==> config.mk <==
export PLATFORM = sky130hd
export DESIGN_NAME = mac_unit_parallel_acc_flat
export DESIGN_NICKNAME = d
export VERILOG_FILES = /design/src/rtl/mac_pkg.sv /design/src/rtl/mac_unit_parallel_acc_if.sv /design/src/rtl/mac_adder_tree.sv /design/src/rtl/mac_unit_parallel_acc.sv /design/src/flat_wrapper.sv
export SDC_FILE = /design/constraint.sdc
export NUM_CORES = 2
export LEC_CHECK = 0
export CORE_ASPECT_RATIO = 0.9
export CORE_MARGIN = 5
export CORE_UTILIZATION = 60
export CTS_CLUSTER_SIZE = 25
export DETAILED_ROUTE_END_ITERATION = 7
export PLACE_DENSITY_LB_ADDON = 0.12
export SLEW_MARGIN = 0
export SYNTH_ARGS = -nofsm -noshare
export SYNTH_HDL_FRONTEND = slang
export SYNTH_HIERARCHICAL = 1
export SYNTH_SLANG_ARGS = --single-unit
==> constraint.sdc <==
create_clock -name clk -period 17.4 [get_ports clk]
set_clock_uncertainty 0.1 [all_clocks]
set_input_delay 2.61 -clock clk [delete_from_list [all_inputs] [get_ports clk]]
set_output_delay 2.61 -clock clk [all_outputs]
set_load 0.02 [all_outputs]
==> src/rtl/mac_pkg.sv <==
// Shared types and helpers for the accumulating dot-product MAC.
// Tag and saturation arithmetic are carried at 64 bits and narrowed by the user.
package mac_pkg;

   localparam int MAX_ACC_WIDTH = 64;

   typedef logic signed [MAX_ACC_WIDTH-1:0] wide_t;

   typedef struct packed {
      logic  valid;
      logic  first;
      logic  last;
      logic  load;
      wide_t seed;
   } beat_tag_t;

   typedef struct packed {
      wide_t sum;
      logic  ovf;
   } sat_res_t;

   function automatic int tree_width(input int data_width, input int num_lanes);
      return 2 * data_width + $clog2(num_lanes);
   endfunction

   // a and b must already lie in the acc_width signed range; one extra bit of
   // headroom is enough to see any overflow of their sum.
   function automatic sat_res_t sat_add(input wide_t a, input wide_t b,
                                        input int acc_width, input bit saturate);
      logic signed [MAX_ACC_WIDTH:0] full;
      logic signed [MAX_ACC_WIDTH:0] max_v;
      logic signed [MAX_ACC_WIDTH:0] min_v;
      logic signed [MAX_ACC_WIDTH:0] wrapped;
      sat_res_t r;
      full    = {a[MAX_ACC_WIDTH-1], a} + {b[MAX_ACC_WIDTH-1], b};
      min_v   = {(MAX_ACC_WIDTH+1){1'b1}} << (acc_width - 1);
      max_v   = ~min_v;
      wrapped = (full <<< (MAX_ACC_WIDTH + 1 - acc_width)) >>> (MAX_ACC_WIDTH + 1 - acc_width);
      r.ovf   = (full > max_v) || (full < min_v);
      if (r.ovf && saturate)
         r.sum = (full > max_v) ? max_v[MAX_ACC_WIDTH-1:0] : min_v[MAX_ACC_WIDTH-1:0];
      else
         r.sum = wrapped[MAX_ACC_WIDTH-1:0];
      return r;
   endfunction

endpackage

==> src/rtl/mac_unit_parallel_acc_if.sv <==
// Beat input / group result bundle between the operand buffers, the MAC and psum writeback.
interface mac_unit_parallel_acc_if #(
   parameter int DATA_WIDTH = 8,
   parameter int NUM_LANES  = 16,
   parameter int ACC_WIDTH  = 32,
   parameter int K_WIDTH    = 8
);
   logic                                 in_valid;
   logic [NUM_LANES-1:0][DATA_WIDTH-1:0] act_in;
   logic [NUM_LANES-1:0][DATA_WIDTH-1:0] w_in;
   logic [K_WIDTH-1:0]                   k_len;
   logic                                 load_accum;
   logic signed [ACC_WIDTH-1:0]          accum_prev;
   logic signed [ACC_WIDTH-1:0]          result;
   logic                                 result_valid;
   logic                                 result_ovf;
   logic                                 busy;

   modport master (
      output in_valid, act_in, w_in, k_len, load_accum, accum_prev,
      input  result, result_valid, result_ovf, busy
   );

   modport slave (
      input  in_valid, act_in, w_in, k_len, load_accum, accum_prev,
      output result, result_valid, result_ovf, busy
   );
endinterface

==> src/rtl/mac_adder_tree.sv <==
// Binary signed adder tree over NUM_LANES products, one register at the root (S2).
// Every level is carried at the full output width so no level can overflow.
module mac_adder_tree
   import mac_pkg::*;
#(
   parameter int NUM_LANES  = 16,
   parameter int DATA_WIDTH = 8
)(
   input  logic                                     clk,
   input  logic                                     reset,
   input  logic [NUM_LANES-1:0][2*DATA_WIDTH-1:0]   prod,
   output logic signed [tree_width(DATA_WIDTH, NUM_LANES)-1:0] sum
);
   localparam int SUM_W  = tree_width(DATA_WIDTH, NUM_LANES);
   localparam int LEVELS = $clog2(NUM_LANES);

   for (genvar l = 0; l <= LEVELS; l++) begin : g_lvl
      localparam int CNT = NUM_LANES >> l;
      logic signed [SUM_W-1:0] node [CNT];
      for (genvar i = 0; i < CNT; i++) begin : g_node
         if (l == 0) begin : g_leaf
            assign node[i] = SUM_W'($signed(prod[i]));
         end else begin : g_add
            assign node[i] = g_lvl[l-1].node[2*i] + g_lvl[l-1].node[2*i+1];
         end
      end
   end

   always_ff @(posedge clk) begin
      if (reset)
         sum <= '0;
      else
         sum <= g_lvl[LEVELS].node[0];
   end
endmodule

==> src/rtl/mac_unit_parallel_acc.sv <==
// N-lane signed dot-product MAC: S0 input reg, S1 products, S2 adder tree, S3 group accumulator.
// A beat accepted at edge t lands in S3 at edge t+3; no backpressure, bubbles flow as invalid tags.
module mac_unit_parallel_acc
   import mac_pkg::*;
#(
   parameter int DATA_WIDTH = 8,
   parameter int NUM_LANES  = 16,
   parameter int ACC_WIDTH  = 32,
   parameter int K_WIDTH    = 8,
   parameter bit SATURATE   = 1'b1
)(
   input  logic clk,
   input  logic reset,
   mac_unit_parallel_acc_if.slave io
);
   localparam int PROD_W = 2 * DATA_WIDTH;
   localparam int SUM_W  = tree_width(DATA_WIDTH, NUM_LANES);

   logic [K_WIDTH-1:0]                   cnt;
   logic [K_WIDTH-1:0]                   k_lat;
   logic [K_WIDTH-1:0]                   k_eff;
   logic                                 beat_first;
   logic                                 beat_last;
   logic [NUM_LANES-1:0][DATA_WIDTH-1:0] act_s0;
   logic [NUM_LANES-1:0][DATA_WIDTH-1:0] w_s0;
   logic [NUM_LANES-1:0][PROD_W-1:0]     prod_s1;
   logic signed [SUM_W-1:0]              sum_s2;
   beat_tag_t                            tag_s0;
   beat_tag_t                            tag_s1;
   beat_tag_t                            tag_s2;
   logic signed [ACC_WIDTH-1:0]          acc;
   logic                                 ovf;
   wide_t                                base;
   sat_res_t                             add_res;
   logic signed [ACC_WIDTH-1:0]          acc_next;
   logic                                 ovf_next;
   logic signed [ACC_WIDTH-1:0]          result_q;
   logic                                 result_valid_q;
   logic                                 result_ovf_q;

   // Group length is only looked at on the first beat; later beats use the latched copy.
   assign beat_first = (cnt == '0);

   always_comb begin
      k_eff = k_lat;
      if (beat_first)
         k_eff = (io.k_len == '0) ? K_WIDTH'(1) : io.k_len;
   end

   assign beat_last = (cnt == k_eff - K_WIDTH'(1));

   always_ff @(posedge clk) begin
      if (reset) begin
         cnt    <= '0;
         k_lat  <= '0;
         tag_s0 <= '0;
      end else begin
         tag_s0 <= '{valid: io.in_valid, first: beat_first, last: beat_last,
                     load: io.load_accum, seed: wide_t'(io.accum_prev)};
         if (io.in_valid) begin
            if (beat_first)
               k_lat <= k_eff;
            cnt <= beat_last ? '0 : cnt + K_WIDTH'(1);
         end
      end
   end

   always_ff @(posedge clk) begin
      act_s0 <= io.act_in;
      w_s0   <= io.w_in;
      for (int i = 0; i < NUM_LANES; i++)
         prod_s1[i] <= PROD_W'($signed(act_s0[i])) * PROD_W'($signed(w_s0[i]));
   end

   always_ff @(posedge clk) begin
      if (reset) begin
         tag_s1 <= '0;
         tag_s2 <= '0;
      end else begin
         tag_s1 <= tag_s0;
         tag_s2 <= tag_s1;
      end
   end

   mac_adder_tree #(
      .NUM_LANES  (NUM_LANES),
      .DATA_WIDTH (DATA_WIDTH)
   ) u_tree (
      .clk   (clk),
      .reset (reset),
      .prod  (prod_s1),
      .sum   (sum_s2)
   );

   always_comb begin
      base = wide_t'(acc);
      if (tag_s2.first)
         base = tag_s2.load ? tag_s2.seed : '0;
      add_res  = sat_add(base, wide_t'(sum_s2), ACC_WIDTH, SATURATE);
      acc_next = add_res.sum[ACC_WIDTH-1:0];
      ovf_next = (tag_s2.first ? 1'b0 : ovf) | add_res.ovf;
   end

   if (ACC_WIDTH < MAX_ACC_WIDTH) begin : g_hi
      logic unused_hi;
      assign unused_hi = ^add_res.sum[MAX_ACC_WIDTH-1:ACC_WIDTH];
   end

   always_ff @(posedge clk) begin
      if (reset) begin
         acc            <= '0;
         ovf            <= 1'b0;
         result_q       <= '0;
         result_valid_q <= 1'b0;
         result_ovf_q   <= 1'b0;
      end else begin
         result_valid_q <= 1'b0;
         if (tag_s2.valid) begin
            acc <= acc_next;
            if (tag_s2.last) begin
               result_q       <= acc_next;
               result_ovf_q   <= ovf_next;
               result_valid_q <= 1'b1;
               ovf            <= 1'b0;
            end else begin
               ovf <= ovf_next;
            end
         end
      end
   end

   assign io.result       = result_q;
   assign io.result_valid = result_valid_q;
   assign io.result_ovf   = result_ovf_q;
   // The pulse cycle counts as S3 occupancy, so busy falls the cycle after it.
   assign io.busy = (cnt != '0) | tag_s0.valid | tag_s1.valid | tag_s2.valid | result_valid_q;
endmodule

==> src/flat_wrapper.sv <==
// flat-port wrapper written by rule: the top's interface ports become plain ports
module mac_unit_parallel_acc_flat import mac_pkg::*;
#(
   parameter int DATA_WIDTH = 8,
   parameter int NUM_LANES  = 16,
   parameter int ACC_WIDTH  = 32,
   parameter int K_WIDTH    = 8,
   parameter bit SATURATE   = 1'b1
)
  (clk, reset, io_in_valid, io_act_in, io_w_in, io_k_len, io_load_accum, io_accum_prev, io_result, io_result_valid, io_result_ovf, io_busy);
  mac_unit_parallel_acc_if #(.DATA_WIDTH(DATA_WIDTH), .NUM_LANES(NUM_LANES), .ACC_WIDTH(ACC_WIDTH), .K_WIDTH(K_WIDTH)) io_i ();
  input  logic clk;
  input  logic reset;
  input wire logic [$bits(io_i.in_valid)-1:0] io_in_valid;
  input wire logic [$bits(io_i.act_in)-1:0] io_act_in;
  input wire logic [$bits(io_i.w_in)-1:0] io_w_in;
  input wire logic [$bits(io_i.k_len)-1:0] io_k_len;
  input wire logic [$bits(io_i.load_accum)-1:0] io_load_accum;
  input wire logic [$bits(io_i.accum_prev)-1:0] io_accum_prev;
  output wire logic [$bits(io_i.result)-1:0] io_result;
  output wire logic [$bits(io_i.result_valid)-1:0] io_result_valid;
  output wire logic [$bits(io_i.result_ovf)-1:0] io_result_ovf;
  output wire logic [$bits(io_i.busy)-1:0] io_busy;
  assign io_i.in_valid = io_in_valid;
  assign io_i.act_in = io_act_in;
  assign io_i.w_in = io_w_in;
  assign io_i.k_len = io_k_len;
  assign io_i.load_accum = io_load_accum;
  assign io_i.accum_prev = io_accum_prev;
  assign io_result = io_i.result;
  assign io_result_valid = io_i.result_valid;
  assign io_result_ovf = io_i.result_ovf;
  assign io_busy = io_i.busy;
  mac_unit_parallel_acc #(.DATA_WIDTH(DATA_WIDTH), .NUM_LANES(NUM_LANES), .ACC_WIDTH(ACC_WIDTH), .K_WIDTH(K_WIDTH), .SATURATE(SATURATE)) u_core (.clk(clk), .reset(reset), .io(io_i));
endmodule
==> out/qor.yml <==
cts_tree: "yes"
hold_depth: 1
syn_inst: 6486
finalCritPeriodShare_pct: 37.9
ant_nets: 0
layout.nets: 8779
ctsHoldBuffers: 0
die_w_um: 356
min_to: "u_core/tag_s2[11]"
nFillCells: 8487
hp-class: "flop to flop"
vias: 42400
synthFlopType: "dfxtp_1"
crit_path_end_kind: "flop"
slew_viol_final: 0
routedWlPerCell_um: 16.8
dp_hpwl_um: 117000
critical_path_class: "flop to flop"
tightest_slew_ns: 1.15
r2r-start: "u_core/tag_s2[66]"
hold_viol: 0
first_pass_iters: 6
viasPerCell: 5.08
clock_latency_ns: 0.70
r2r_setup_slack_ns: 10.80
min_from: "u_core/tag_s1[11]"
cts.sinks: 723
grt_pass1_vias: 45200
synth_edf_count: 0
cts_setup_buffers: 0
drt-total-wl_um: 141000
syn-num-nets: 8425
synth_seq_cells: 723
coreArea_um2: 107000
synth_area_um2: 64800
cp.arrival_ns: 7.03
clockRootBuffer: "clkbuf_16"
drt_iter0_drc: 2260
drive_above_1_share_pct: 2.80
die_h_um: 322
synth_warnings: 6
yosysSeqAreaShare_pct: 22.3
rows: 114
die_area_um2: 115000
start_kind: "flop"
ys_types: 78
clockBufferDepth: 3
port_buffers: 334
setup_viol: 0
ios: 335
ctsResizeCount: 0
slew_headroom_pct: 23.5
max_freq_mhz: 152
numCtsBuffers: 82
tns_ns: 0
start_util_pct: 60.3
htree_levels: 3
grt_pass1_wl_um: 236000
gr-total-overflow: 0
async_flop_share_pct: 0
syn2layout_area_growth_pct: 11.9
routabilityCongestion: 0.920
antenna_cells: 0
required_ns: 17.83
clk_pin_slew_ns: 0.06
grt_usage_pct: 25.7
antenna_found_initial: 1
rr_worst_depth: 22
layout_min_cycle_time_ns: 6.60
syn_area_per_cell_um2: 9.99
route.detailed.drc: 0
grt_max_degree: 155
rsz0062_at_grt: "false"
run_status: "completed"
cp_max_fo: 36
maxCapViolations: 0
reg2reg_to: "u_core/io.result[5]"
==> cells in the mapped netlist (57+ instances only) <==
| cell | instances | share of area [%] |
|---|---|---|
| fa_1 | 1115 | 34 |
| o21ai_0 | 120 | 0.93 |
| xnor2_1 | 226 | 3.1 |
| inv_1 | 1535 | 8.9 |
| clkbuf_1 | 57 | 0.33 |
| nand2_1 | 410 | 2.4 |
| nor3_1 | 63 | 0.49 |
| nor2b_1 | 150 | 1.4 |
| nor2_1 | 186 | 1.1 |
| dfxtp_1 | 723 | 22 |
| a21oi_1 | 89 | 0.69 |
| ha_1 | 524 | 10 |
| nand2b_1 | 150 | 1.4 |
| and2_1 | 612 | 5.9 |
==> worst max-delay path: stages, from the launching register on <==
cell	delay, ns
dfxtp_1	0.31
buf_4	0.32
and2_1	0.44
buf_4	0.33
nand2_1	0.08
o21ai_0	0.10
ha_1	0.23
inv_1	0.07
fa_1	0.42
and2b_1	0.23
o2111a_2	0.23
o21ai_2	0.09
o21ai_0	0.41
a221oi_1	0.24
o31ai_1	0.46
o21a_1	0.17
o211ai_1	0.08
nand2_1	0.09
fa_1	0.45
o41ai_2	0.47
and2_1	0.59
buf_4	0.38
a211oi_1	0.12
==> metrics by stage <==
step / instances / instance area (um2) / hold slack [ns] / worst slack, ns / utilization, %
after floorplan: 6486 / 64800 / 0.314 / 11.97 / -
after global placement: 8206 / 69700 / 0.319 / 11.06 / 64.9
after detailed placement: 8206 / 69700 / 0.322 / 10.92 / 64.9
after CTS: 8355 / 72500 / 0.325 / 10.88 / 67.5
after global routing: 8355 / 72500 / 0.349 / 10.39 / 67.5
final: 8355 / 72500 / 0.322 / 10.80 / 67.5
==> final cells by class <==
| type | count | area, um2 | share of cell area, % |
|---|---|---|---|
| Multi-Input combinational cell | 4158 | 44300 | 61.0 |
| Timing Repair Buffer | 340 | 3390 | 4.67 |
| Inverter | 1535 | 5760 | 7.95 |
| Clock inverter | 49 | 607 | 0.837 |
| Tap cell | 1450 | 1810 | 2.50 |
| Clock buffer | 100 | 2210 | 3.05 |
| Sequential cell | 723 | 14500 | 20.0 |
==> cells by family (layout without fill, tap and decap cells) <==
group / after synthesis / after routing / share of synthesized area (%)
buffers and inverters: 1605 / 2024 / 9.40
adder cells (fa/ha/maj): 1639 / 1639 / 44.6
multiplexers: 24 / 24 / 0.378
XOR/XNOR: 282 / 282 / 3.81
AND/OR/NAND/NOR: 1694 / 1694 / 14.0
AO/OA/AOI/OAI: 519 / 519 / 5.56
flip-flops: 723 / 723 / 22.3
==> placed cells by master (no fill, tap or decap), drive strengths merged, types with 8 or more instances in the layout <==
cell / netlist / final
inv: 1535 / 1548
fa: 1115 / 1115
dfxtp: 723 / 723
and2: 612 / 612
ha: 524 / 524
nand2: 412 / 412
clkdlybuf4s50: 0 / 333
xnor2: 226 / 226
nor2: 187 / 187
nand2b: 150 / 150
nor2b: 150 / 150
o21ai: 127 / 127
clkbuf: 57 / 100
a21oi: 91 / 91
nor3: 64 / 64
xor2: 56 / 56
a21o: 52 / 52
a211oi: 40 / 40
o21a: 38 / 38
a221oi: 33 / 33
a21boi: 31 / 31
nand4: 23 / 23
nand3: 22 / 22
or2: 20 / 20
o311a: 20 / 20
mux2i: 20 / 20
clkinv: 0 / 19
a31oi: 12 / 12
clkinvlp: 0 / 11
or3: 11 / 11
and3: 11 / 11
o21bai: 11 / 11
o211ai: 10 / 10
nor4: 9 / 9
o311ai: 9 / 9
or4: 8 / 8
==> metal layers <==
| layer | GRT usage, % | share of wire, % | vias to the layer above |
|---|---|---|---|
| li1 | - | - | 20300 |
| met4 | 6.24 | 2.6 | 0 |
| met1 | 36.3 | 45 | 21100 |
| met2 | 41.9 | 47 | 901 |
| met3 | 4.20 | 5.3 | 181 |
| met5 | 0 | 0 | - |
==> registers in the layout, indices dropped and copies added, names as in the netlist <==
signal,cells
u_core/io.result,32
u_core/prod_s1,256
u_core/io.result_ovf,1
u_core/w_s0,128
u_core/tag_s2,36
u_core/tag_s1,36
u_core/ovf,1
u_core/k_lat,8
u_core/tag_s0,36
u_core/act_s0,128
u_core/u_tree/sum,20
u_core/acc,32
u_core/io.result_valid,1
u_core/cnt,8
==> worst max-delay path by stage <==
stage	startpoint	endpoint	slack (ns)	cells after the start
final	u_core/tag_s2[66]	u_core/io.result[5]	10.80	22
after global routing	u_core/tag_s2[66]	u_core/io.result[29]	10.39	22
after CTS	u_core/tag_s2[66]	u_core/io.result[5]	10.88	22
after detailed placement	u_core/tag_s2[66]	u_core/acc[27]	10.92	22
after global placement	u_core/tag_s2[66]	u_core/io.result[30]	11.06	22
after floorplan	u_core/prod_s1[2]	u_core/u_tree/sum[14]	11.97	18
Power is left out: the tool's default activity adds up to more than one toggle a clock period on the data nets, which glitch-free logic cannot reach.
